<file path="src/rtl/peak_pkg.sv">
// Shared constants for the FFT peak detector.
// Optional spectrum RAM is enabled with PEAK_SPEC_RAM_EN.
package peak_pkg;

    localparam int DEF_TRUNC_W = 16;
    localparam int DEF_CNT_W   = 10;
    localparam int POW_W       = 2*DEF_TRUNC_W+1;

    localparam logic [1:0] S_IDLE   = 2'd0;
    localparam logic [1:0] S_FRAME  = 2'd1;
    localparam logic [1:0] S_REPORT = 2'd2;

endpackage

</file>
<file path="src/rtl/fft_power_calc.sv">
// Two-stage power pipeline: truncate and square, then sum.
// Valid, bin and eop tags travel alongside the data.
module fft_power_calc
    import peak_pkg::*;
#(
    parameter int DATA_W  = 32,
    parameter int TRUNC_W = DEF_TRUNC_W,
    parameter int CNT_W   = DEF_CNT_W
) (
    input  logic                 clk,
    input  logic                 rst_n,
    input  logic                 beat_valid,
    input  logic                 beat_eop,
    input  logic [CNT_W-1:0]     beat_bin,
    input  logic [DATA_W-1:0]    beat_real,
    input  logic [DATA_W-1:0]    beat_imag,
    output logic                 pow_valid,
    output logic                 pow_eop,
    output logic [CNT_W-1:0]     pow_bin,
    output logic [2*TRUNC_W:0]   power
);

    localparam int SQ_W = 2*TRUNC_W;

    logic signed [TRUNC_W-1:0] re_t;
    logic signed [TRUNC_W-1:0] im_t;
    logic signed [SQ_W-1:0]    re_x;
    logic signed [SQ_W-1:0]    im_x;
    logic                      unused_lsb;

    logic                      s1_valid;
    logic                      s1_eop;
    logic [CNT_W-1:0]          s1_bin;
    logic [SQ_W-1:0]           s1_re2;
    logic [SQ_W-1:0]           s1_im2;

    assign re_t = beat_real[DATA_W-1 -: TRUNC_W];
    assign im_t = beat_imag[DATA_W-1 -: TRUNC_W];
    assign re_x = {{TRUNC_W{re_t[TRUNC_W-1]}}, re_t};
    assign im_x = {{TRUNC_W{im_t[TRUNC_W-1]}}, im_t};
    assign unused_lsb = ^{beat_real[DATA_W-TRUNC_W-1:0],
                          beat_imag[DATA_W-TRUNC_W-1:0]};

    // Stage 1: squares of the truncated components plus tags.
    always_ff @(posedge clk or negedge rst_n) begin
        if (!rst_n) begin
            s1_valid <= 1'b0;
            s1_eop   <= 1'b0;
            s1_bin   <= '0;
            s1_re2   <= '0;
            s1_im2   <= '0;
        end else begin
            s1_valid <= beat_valid;
            s1_eop   <= beat_valid & beat_eop;
            s1_bin   <= beat_bin;
            s1_re2   <= re_x * re_x;
            s1_im2   <= im_x * im_x;
        end
    end

    // Stage 2: power sum, one extra bit so it never overflows.
    always_ff @(posedge clk or negedge rst_n) begin
        if (!rst_n) begin
            pow_valid <= 1'b0;
            pow_eop   <= 1'b0;
            pow_bin   <= '0;
            power     <= '0;
        end else begin
            pow_valid <= s1_valid;
            pow_eop   <= s1_valid & s1_eop;
            pow_bin   <= s1_bin;
            power     <= {1'b0, s1_re2} + {1'b0, s1_im2};
        end
    end

endmodule

</file>
<file path="src/rtl/fft_peak_detect.sv">
// Per-frame FFT peak finder with framing error detection.
// PEAK_SPEC_RAM_EN adds a readable per-bin power RAM.
module fft_peak_detect
    import peak_pkg::*;
#(
    parameter int DATA_W  = 32,
    parameter int TRUNC_W = DEF_TRUNC_W,
    parameter int FFT_N   = 1024,
    parameter int CNT_W   = DEF_CNT_W,
    parameter int SKIP_DC = 1
) (
    input  logic                 clk,
    input  logic                 rst_n,
    input  logic                 fft_out_valid,
    input  logic                 fft_out_sop,
    input  logic                 fft_out_eop,
    input  logic [DATA_W-1:0]    fft_out_real,
    input  logic [DATA_W-1:0]    fft_out_imag,
    output logic                 peak_valid,
    output logic [CNT_W-1:0]     peak_bin,
    output logic [2*TRUNC_W:0]   peak_power,
    output logic [15:0]          frame_cnt,
    output logic                 err_sop,
    output logic                 err_len
`ifdef PEAK_SPEC_RAM_EN
    ,
    input  logic [CNT_W-1:0]     spec_rd_addr,
    output logic [2*TRUNC_W:0]   spec_rd_data
`endif
);

    localparam int PW = 2*TRUNC_W+1;
    localparam logic [CNT_W-1:0] LAST = CNT_W'(FFT_N-1);

    logic [1:0]       state;
    logic [1:0]       cstate;
    logic [CNT_W-1:0] bin_cnt;
    logic [CNT_W-1:0] idx;
    logic             in_frame;
    logic             restart;
    logic             acc;
    logic             over;
    logic             eop_hit;
    logic             good_eop;
    logic             e_len;
    logic             e_sop;
    logic             tag_valid;

    logic             pow_valid;
    logic             pow_eop;
    logic [CNT_W-1:0] pow_bin;
    logic [PW-1:0]    power;
    logic [PW-1:0]    max_pow;
    logic [CNT_W-1:0] max_bin;

    // Classify the incoming beat against the current frame.
    always_comb begin
        in_frame  = (state == S_FRAME);
        restart   = fft_out_valid & fft_out_sop;
        acc       = fft_out_valid & (fft_out_sop | in_frame);
        over      = fft_out_valid & ~fft_out_sop & in_frame
                    & (bin_cnt == LAST);
        idx       = restart ? '0 : bin_cnt + 1'b1;
        eop_hit   = acc & fft_out_eop;
        good_eop  = eop_hit & ~over & (idx == LAST);
        e_len     = over | (eop_hit & ~good_eop);
        e_sop     = restart & in_frame & ~e_len;
        tag_valid = acc & ~e_len;
    end

    // Framing FSM: bin counter and error pulses.
    always_ff @(posedge clk or negedge rst_n) begin
        if (!rst_n) begin
            state   <= S_IDLE;
            bin_cnt <= '0;
            err_sop <= 1'b0;
            err_len <= 1'b0;
        end else begin
            err_sop <= e_sop;
            err_len <= e_len;
            if (acc) bin_cnt <= idx;
            if (e_len | good_eop) state <= S_IDLE;
            else if (acc) state <= S_FRAME;
        end
    end

    fft_power_calc #(
        .DATA_W  (DATA_W),
        .TRUNC_W (TRUNC_W),
        .CNT_W   (CNT_W)
    ) u_pow (
        .clk        (clk),
        .rst_n      (rst_n),
        .beat_valid (tag_valid),
        .beat_eop   (good_eop),
        .beat_bin   (idx),
        .beat_real  (fft_out_real),
        .beat_imag  (fft_out_imag),
        .pow_valid  (pow_valid),
        .pow_eop    (pow_eop),
        .pow_bin    (pow_bin),
        .power      (power)
    );

    // Max tracker: bin 0 starts a new frame; strict compare keeps lower bin.
    always_ff @(posedge clk or negedge rst_n) begin
        if (!rst_n) begin
            max_pow <= '0;
            max_bin <= '0;
            cstate  <= S_IDLE;
        end else begin
            cstate <= (pow_valid & pow_eop) ? S_REPORT : S_IDLE;
            if (pow_valid) begin
                if (pow_bin == '0) begin
                    max_bin <= '0;
                    max_pow <= (SKIP_DC != 0) ? '0 : power;
                end else if (power > max_pow) begin
                    max_bin <= pow_bin;
                    max_pow <= power;
                end
            end
        end
    end

    // Report cycle: publish the finished frame's peak.
    always_ff @(posedge clk or negedge rst_n) begin
        if (!rst_n) begin
            peak_valid <= 1'b0;
            peak_bin   <= '0;
            peak_power <= '0;
            frame_cnt  <= '0;
        end else begin
            peak_valid <= (cstate == S_REPORT);
            if (cstate == S_REPORT) begin
                peak_bin   <= max_bin;
                peak_power <= max_pow;
                frame_cnt  <= frame_cnt + 16'd1;
            end
        end
    end

`ifdef PEAK_SPEC_RAM_EN
    logic [PW-1:0] mem [FFT_N];

    // Spectrum RAM write port: every tracked bin's power.
    always_ff @(posedge clk) begin
        if (pow_valid) mem[pow_bin] <= power;
    end

    // Registered read port; read-during-write returns old data.
    always_ff @(posedge clk or negedge rst_n) begin
        if (!rst_n) spec_rd_data <= '0;
        else        spec_rd_data <= mem[spec_rd_addr];
    end
`endif

endmodule

</file>
<file path="config.mk">
export PLATFORM = sky130hd
export DESIGN_NAME = fft_peak_detect
export DESIGN_NICKNAME = d
export VERILOG_FILES = /design/src/rtl/peak_pkg.sv /design/src/rtl/fft_power_calc.sv /design/src/rtl/fft_peak_detect.sv
export SDC_FILE = /design/constraint.sdc
export NUM_CORES = 2
export LEC_CHECK = 0
export ABC_AREA = 1
export BUFFER_PORTS_ARGS = -buffer_cell sky130_fd_sc_hd__buf_4
export CORE_MARGIN = 3
export CORE_UTILIZATION = 70
export DETAILED_ROUTE_END_ITERATION = 6
export PLACE_DENSITY = 0.95
export SKIP_LAST_GASP = 1
export SYNTH_ARGS = -nofsm -noshare
export SYNTH_HDL_FRONTEND = slang
export SYNTH_SLANG_ARGS = --single-unit
</file>
<file path="constraint.sdc">
create_clock -name clk -period 4.1 [get_ports clk]
set_clock_uncertainty 0.2 [all_clocks]
set_input_delay 0.41 -clock clk [delete_from_list [all_inputs] [get_ports clk]]
set_output_delay 0.41 -clock clk [all_outputs]
set_load 0.1 [all_outputs]
</file>
==> results of run 1 <==
==> through the flow <==
stage,hold WS [ns],std cells,TNS (ns)
3_3_place_gp,0.131,4314,-61.11
4_1_cts,0.0425,4462,-42.41
2_1_floorplan,-0.0856,3407,-44.92
3_5_place_dp,0.135,4314,-73.38
==> cells by family after synthesis <==
family / Yosys count / share of synthesized area, %
simple gates: 1047 / 14.8
compound gates: 296 / 5.73
fa+ha+maj: 714 / 42.6
buf+inv: 988 / 12.9
flops: 236 / 20.2
xor+xnor: 126 / 3.78
==> timing repair <==
action / in CTS
endpoints found under the setup margin: 49
gates resized for setup: 490
setup buffers: 110
hold buffers: 1
gates cloned: 2
pin swaps: 254
endpoints found under the hold margin: 138
==> layer usage <==
layer | track usage, % | overflow
met5 | 26.1 | 2
met4 | 76.9 | 53
met3 | 62.0 | 3
met2 | 91.6 | 45
met1 | 74.7 | 1
==> metrics.yaml, run 1 <==
outcome:
  outcome: "did not finish"
  failing_step: "5_1_grt"
  first-error: "[ERROR GRT-0116] Global routing finished with congestion. Check the congestion regions in the DRC Viewer."
synth:
  netlist_instances: 3407
  yosysTopAreaCell: "fa_1"
  synth_nets: 4190
  ys_types: 50
  synth-seq-area-share_pct: 20.2
  yosysTopAreaCellShare_pct: 32.1
  synthTopCellsByCount: "inv_1, nand2_1, fa_1"
  syn_avg_cell_area_um2: 8.58
  synthArstFlopShare_pct: 100
  ys_top_cells_by_area: "fa_1, dfrtp_1, inv_1, ha_1, nand2_1"
  synth_edf_count: 0
  ys_seq_elements: 236
  synthFlopType: "dfrtp_1"
  ys_warn_count: 0
  synth.most_common_cell: "inv_1"
  syn-cell-area_mm2: 0.0292
clock_tree:
  cts_buffer_depth: 3
  htree_num_levels: 1
  cts-root-buf: "clkbuf_16"
  clock_sink_count: 236
  cts_buffers: 23
global_routing:
  grt_pass1_wl_um: 247000
  grt.total_usage_pct: 75.7
  overflow: 104
  grt_max_degree: 142
  first_global_vias: 38300
die:
  die_h_um: 210
  rows: 74
  start_util_pct: 71.3
  ioPinCount: 131
  fp.dieW_um: 210
placed_design:
  dp_hpwl_um: 72200
  gp_congestion: 1.02
  pre_cts_slack_ns: -1.86
  io_buffers: 98
  dpl-instance-area_mm2: 0.0343
==> run 2, diff against run 1 <==
--- a/config.mk
+++ b/config.mk
@@ -8,9 +8,9 @@
 export ABC_AREA = 1
 export BUFFER_PORTS_ARGS = -buffer_cell sky130_fd_sc_hd__buf_4
 export CORE_MARGIN = 3
-export CORE_UTILIZATION = 70
+export CORE_UTILIZATION = 40
 export DETAILED_ROUTE_END_ITERATION = 6
-export PLACE_DENSITY = 0.95
+export PLACE_DENSITY_LB_ADDON = 0.15
 export SKIP_LAST_GASP = 1
 export SYNTH_ARGS = -nofsm -noshare
 export SYNTH_HDL_FRONTEND = slang
==> metrics.yaml, run 2 <==
clock_tree:
  clk_pin_slew_ns: 0.06
  clock_latency_ns: 0.53
  cts-root-buf: "clkbuf_16"
  cts_buffers: 26  # +13%
  cts_tree: "done"
  cts_buffer_depth: 3  # unchanged
  clock_sink_count: 236  # unchanged
  htree_num_levels: 1  # unchanged
die:
  die_area_mm2: 0.0763
  rows: 98  # +32%
  start_util_pct: 40.6  # -31 points
  core_mm2: 0.0720
  ioPinCount: 131  # unchanged
  die_h_um: 276  # +31%
  fp.dieW_um: 276  # +31%
critical_path:
  path_max_fanout: 4
  critPathArrivalTime_ns: 5.28
  crit_path_start_kind: "input pin"
  endpoint_kind: "register"
  cp_common_cell: "fa_1"
  worstPathCellList: "buf_12 -> buf_12 -> buf_8 -> nand2_4 -> fa_2 -> fa_2 -> fa_1 -> inv_1 -> fa_1 -> fa_1 -> inv_2 -> fa_1 -> inv_2 -> ha_4 -> a21o_1 -> nand2_1 -> nand2_1 -> a21oi_2 -> nand3_2 -> a21oi_2 -> xnor2_1"
  cp_top_family: "adder cells"
  crit_type: "input pin to register"
  critPathMaxStageDelay_ns: 0.60
  slowest_stage: "fa_2"
  critPathBufInv: 6
  cp_data_required_time_ns: 4.34
timing:
  max_clock_freq_mhz: 198
  rsz0062_at_grt: "yes"
  relSlewSlack_pct: 43.9
  worstMarginPinSlew_ns: 0.842
  drv_slew: 0
  timing.final.crit_share_pct: 123
  hold_viol_final: 0
  setup_ws_ns: -0.942
  finalSetupViolations: 47
  min_period_ns: 5.04
synth:
  synth_edf_count: 0  # unchanged
  synth-seq-area-share_pct: 20.2  # unchanged
  syn-cell-area_mm2: 0.0292  # unchanged
  yosysTopAreaCellShare_pct: 32.1  # unchanged
  ys_seq_elements: 236  # unchanged
  synthFlopType: "dfrtp_1"
  ys_warn_count: 0  # unchanged
  synthTopCellsByCount: "inv_1, nand2_1, fa_1"
  ys_types: 50  # unchanged
  synth_nets: 4190  # unchanged
  yosysTopAreaCell: "fa_1"
  syn_avg_cell_area_um2: 8.58  # unchanged
  synth.most_common_cell: "inv_1"
  netlist_instances: 3407  # unchanged
  synthArstFlopShare_pct: 100  # unchanged
  ys_top_cells_by_area: "fa_1, dfrtp_1, inv_1, ha_1, nand2_1"
route:
  remaining_drc_errors: 0
  via_count: 22800
  wl_per_cell_um: 14.6
  finalWirelength_um: 72100
  drt-initial-drc-count: 1133
  routed_via_density: 4.63
  first_pass_iters: 5
  antenna_left: 0
outcome:
  outcome: "finished, violations left"
  violations: "setup timing"
layout:
  design_area_mm2: 0.0395
  final_common_cell: "inv_1"
  area_growth_pct: 35.1
  top_regs: "max_pow: 33 flops, peak_power: 33 flops, u_pow.power: 33 flops"
  antenna_cells: 0
  layout_common_cells: "inv_1, nand2_1, buf_4, fa_1, dfrtp_1"
  drive_gt1_share_pct: 31.7
  nets: 4741
  finalNonFillerCells: 4926
placed_design:
  gp_congestion: 0.867  # -15%
  dp.cells: 4775  # +11%
  dpl-instance-area_mm2: 0.0353  # +2.8%
  pre_cts_slack_ns: -1.75  # +0.108 ns
  dp_hpwl_um: 59700  # -17%
  io_buffers: 98  # unchanged
global_routing:
  overflow: 0
  grt_pass1_wl_um: 123000
  antenna_found_initial: 0
  first_global_vias: 24500
  grt.total_usage_pct: 19.5
  grt_max_degree: 113
job:
  drv_cap: 0
hold_path:
  hold_path.class: "input pin to register"
## run 2: cell counts after synthesis
No cell type changed its count.
## run 2: kinds of logic after synthesis
logic type | share of synthesized area [%]
DFF | 20.2
adders and majority gates | 42.6
AOI/OAI and AO/OA | 5.73
xor gates and xnor gates | 3.78
buffers and inverters | 12.9
and+or+nand+nor | 14.8
## run 2: cell type report
| cell class | count | area, µm² |
|---|---|---|
| inverter | 894 | 3400 |
| clock inverter | 14 | 215 |
| timing repair buffer | 617 | 5680 |
| tap | 950 | 1190 |
| multi-input combinational | 2183 | 22400 |
| clock buffer | 32 | 714 |
| sequential | 236 | 5910 |
| fill | 6531 | 32500 |
## run 2: final timing paths
check                                           from                         end  slack, ns  cells after the start
setup / recovery                    fft_out_imag[23]  u_pow.s1_im2[24]$_DFF_PN0_      -0.94                     21
hold / removal                         fft_out_valid      bin_cnt[1]$_DFFE_PN0P_       0.08                      5
setup reg to reg            u_pow.power[6]$_DFF_PN0_      max_bin[3]$_DFFE_PN0P_       1.43                     12
hold reg to reg            u_pow.s1_bin[1]$_DFF_PN0_  u_pow.pow_bin[1]$_DFF_PN0_       0.15                      0
max in group asynchronous                      rst_n  u_pow.pow_bin[6]$_DFF_PN0_       2.49                      3
min in group asynchronous                      rst_n   frame_cnt[12]$_DFFE_PN0P_       0.33                      2
## run 2: stage by stage
| step | utilization (%) | TNS, ns | hold WS, ns |
|---|---|---|---|
| 2_1_floorplan | - | -44.92 | -0.0856 |
| 3_3_place_gp | 49.0 | -64.72 | 0.132 |
| 3_5_place_dp | 49.0 | -65.69 | 0.135 |
| 4_1_cts | 53.6 | -32.42 | 0.0468 |
| 5_1_grt | 54.8 | -40.69 | 0.0628 |
| 6_report | 54.8 | -33.40 | 0.0767 |
## run 2: what timing repair did
| action | CTS | global route |
|---|---|---|
| hold endpoints to repair | 108 | 0 |
| buffers inserted | 71 | 35 |
| pin swaps | 249 | 172 |
| hold buffers | 2 | 0 |
| setup endpoints to repair | 48 | 50 |
| resized for setup | 453 | 192 |
| gates cloned | 5 | 0 |
## run 2: worst min-delay path, delay by kind of cell
kind                   cells  cell delay, ns
buffers and inverters      1            0.12
AND/OR/NAND/NOR            4            0.24
## run 2: routing by layer
layer / share of wire [%] / vias up / GRT usage [%]
met2: 50 / 292 / 34.1
met4: 1.1 / 0 / 2.51
met3: 2.9 / 59 / 1.45
met5: 0 / - / 0
met1: 46 / 11200 / 27.2
li1: - / 11200 / -
Power of run 2 is not shown: default switching activity piles up to over one toggle a cycle in this logic, so the estimate is an artifact.
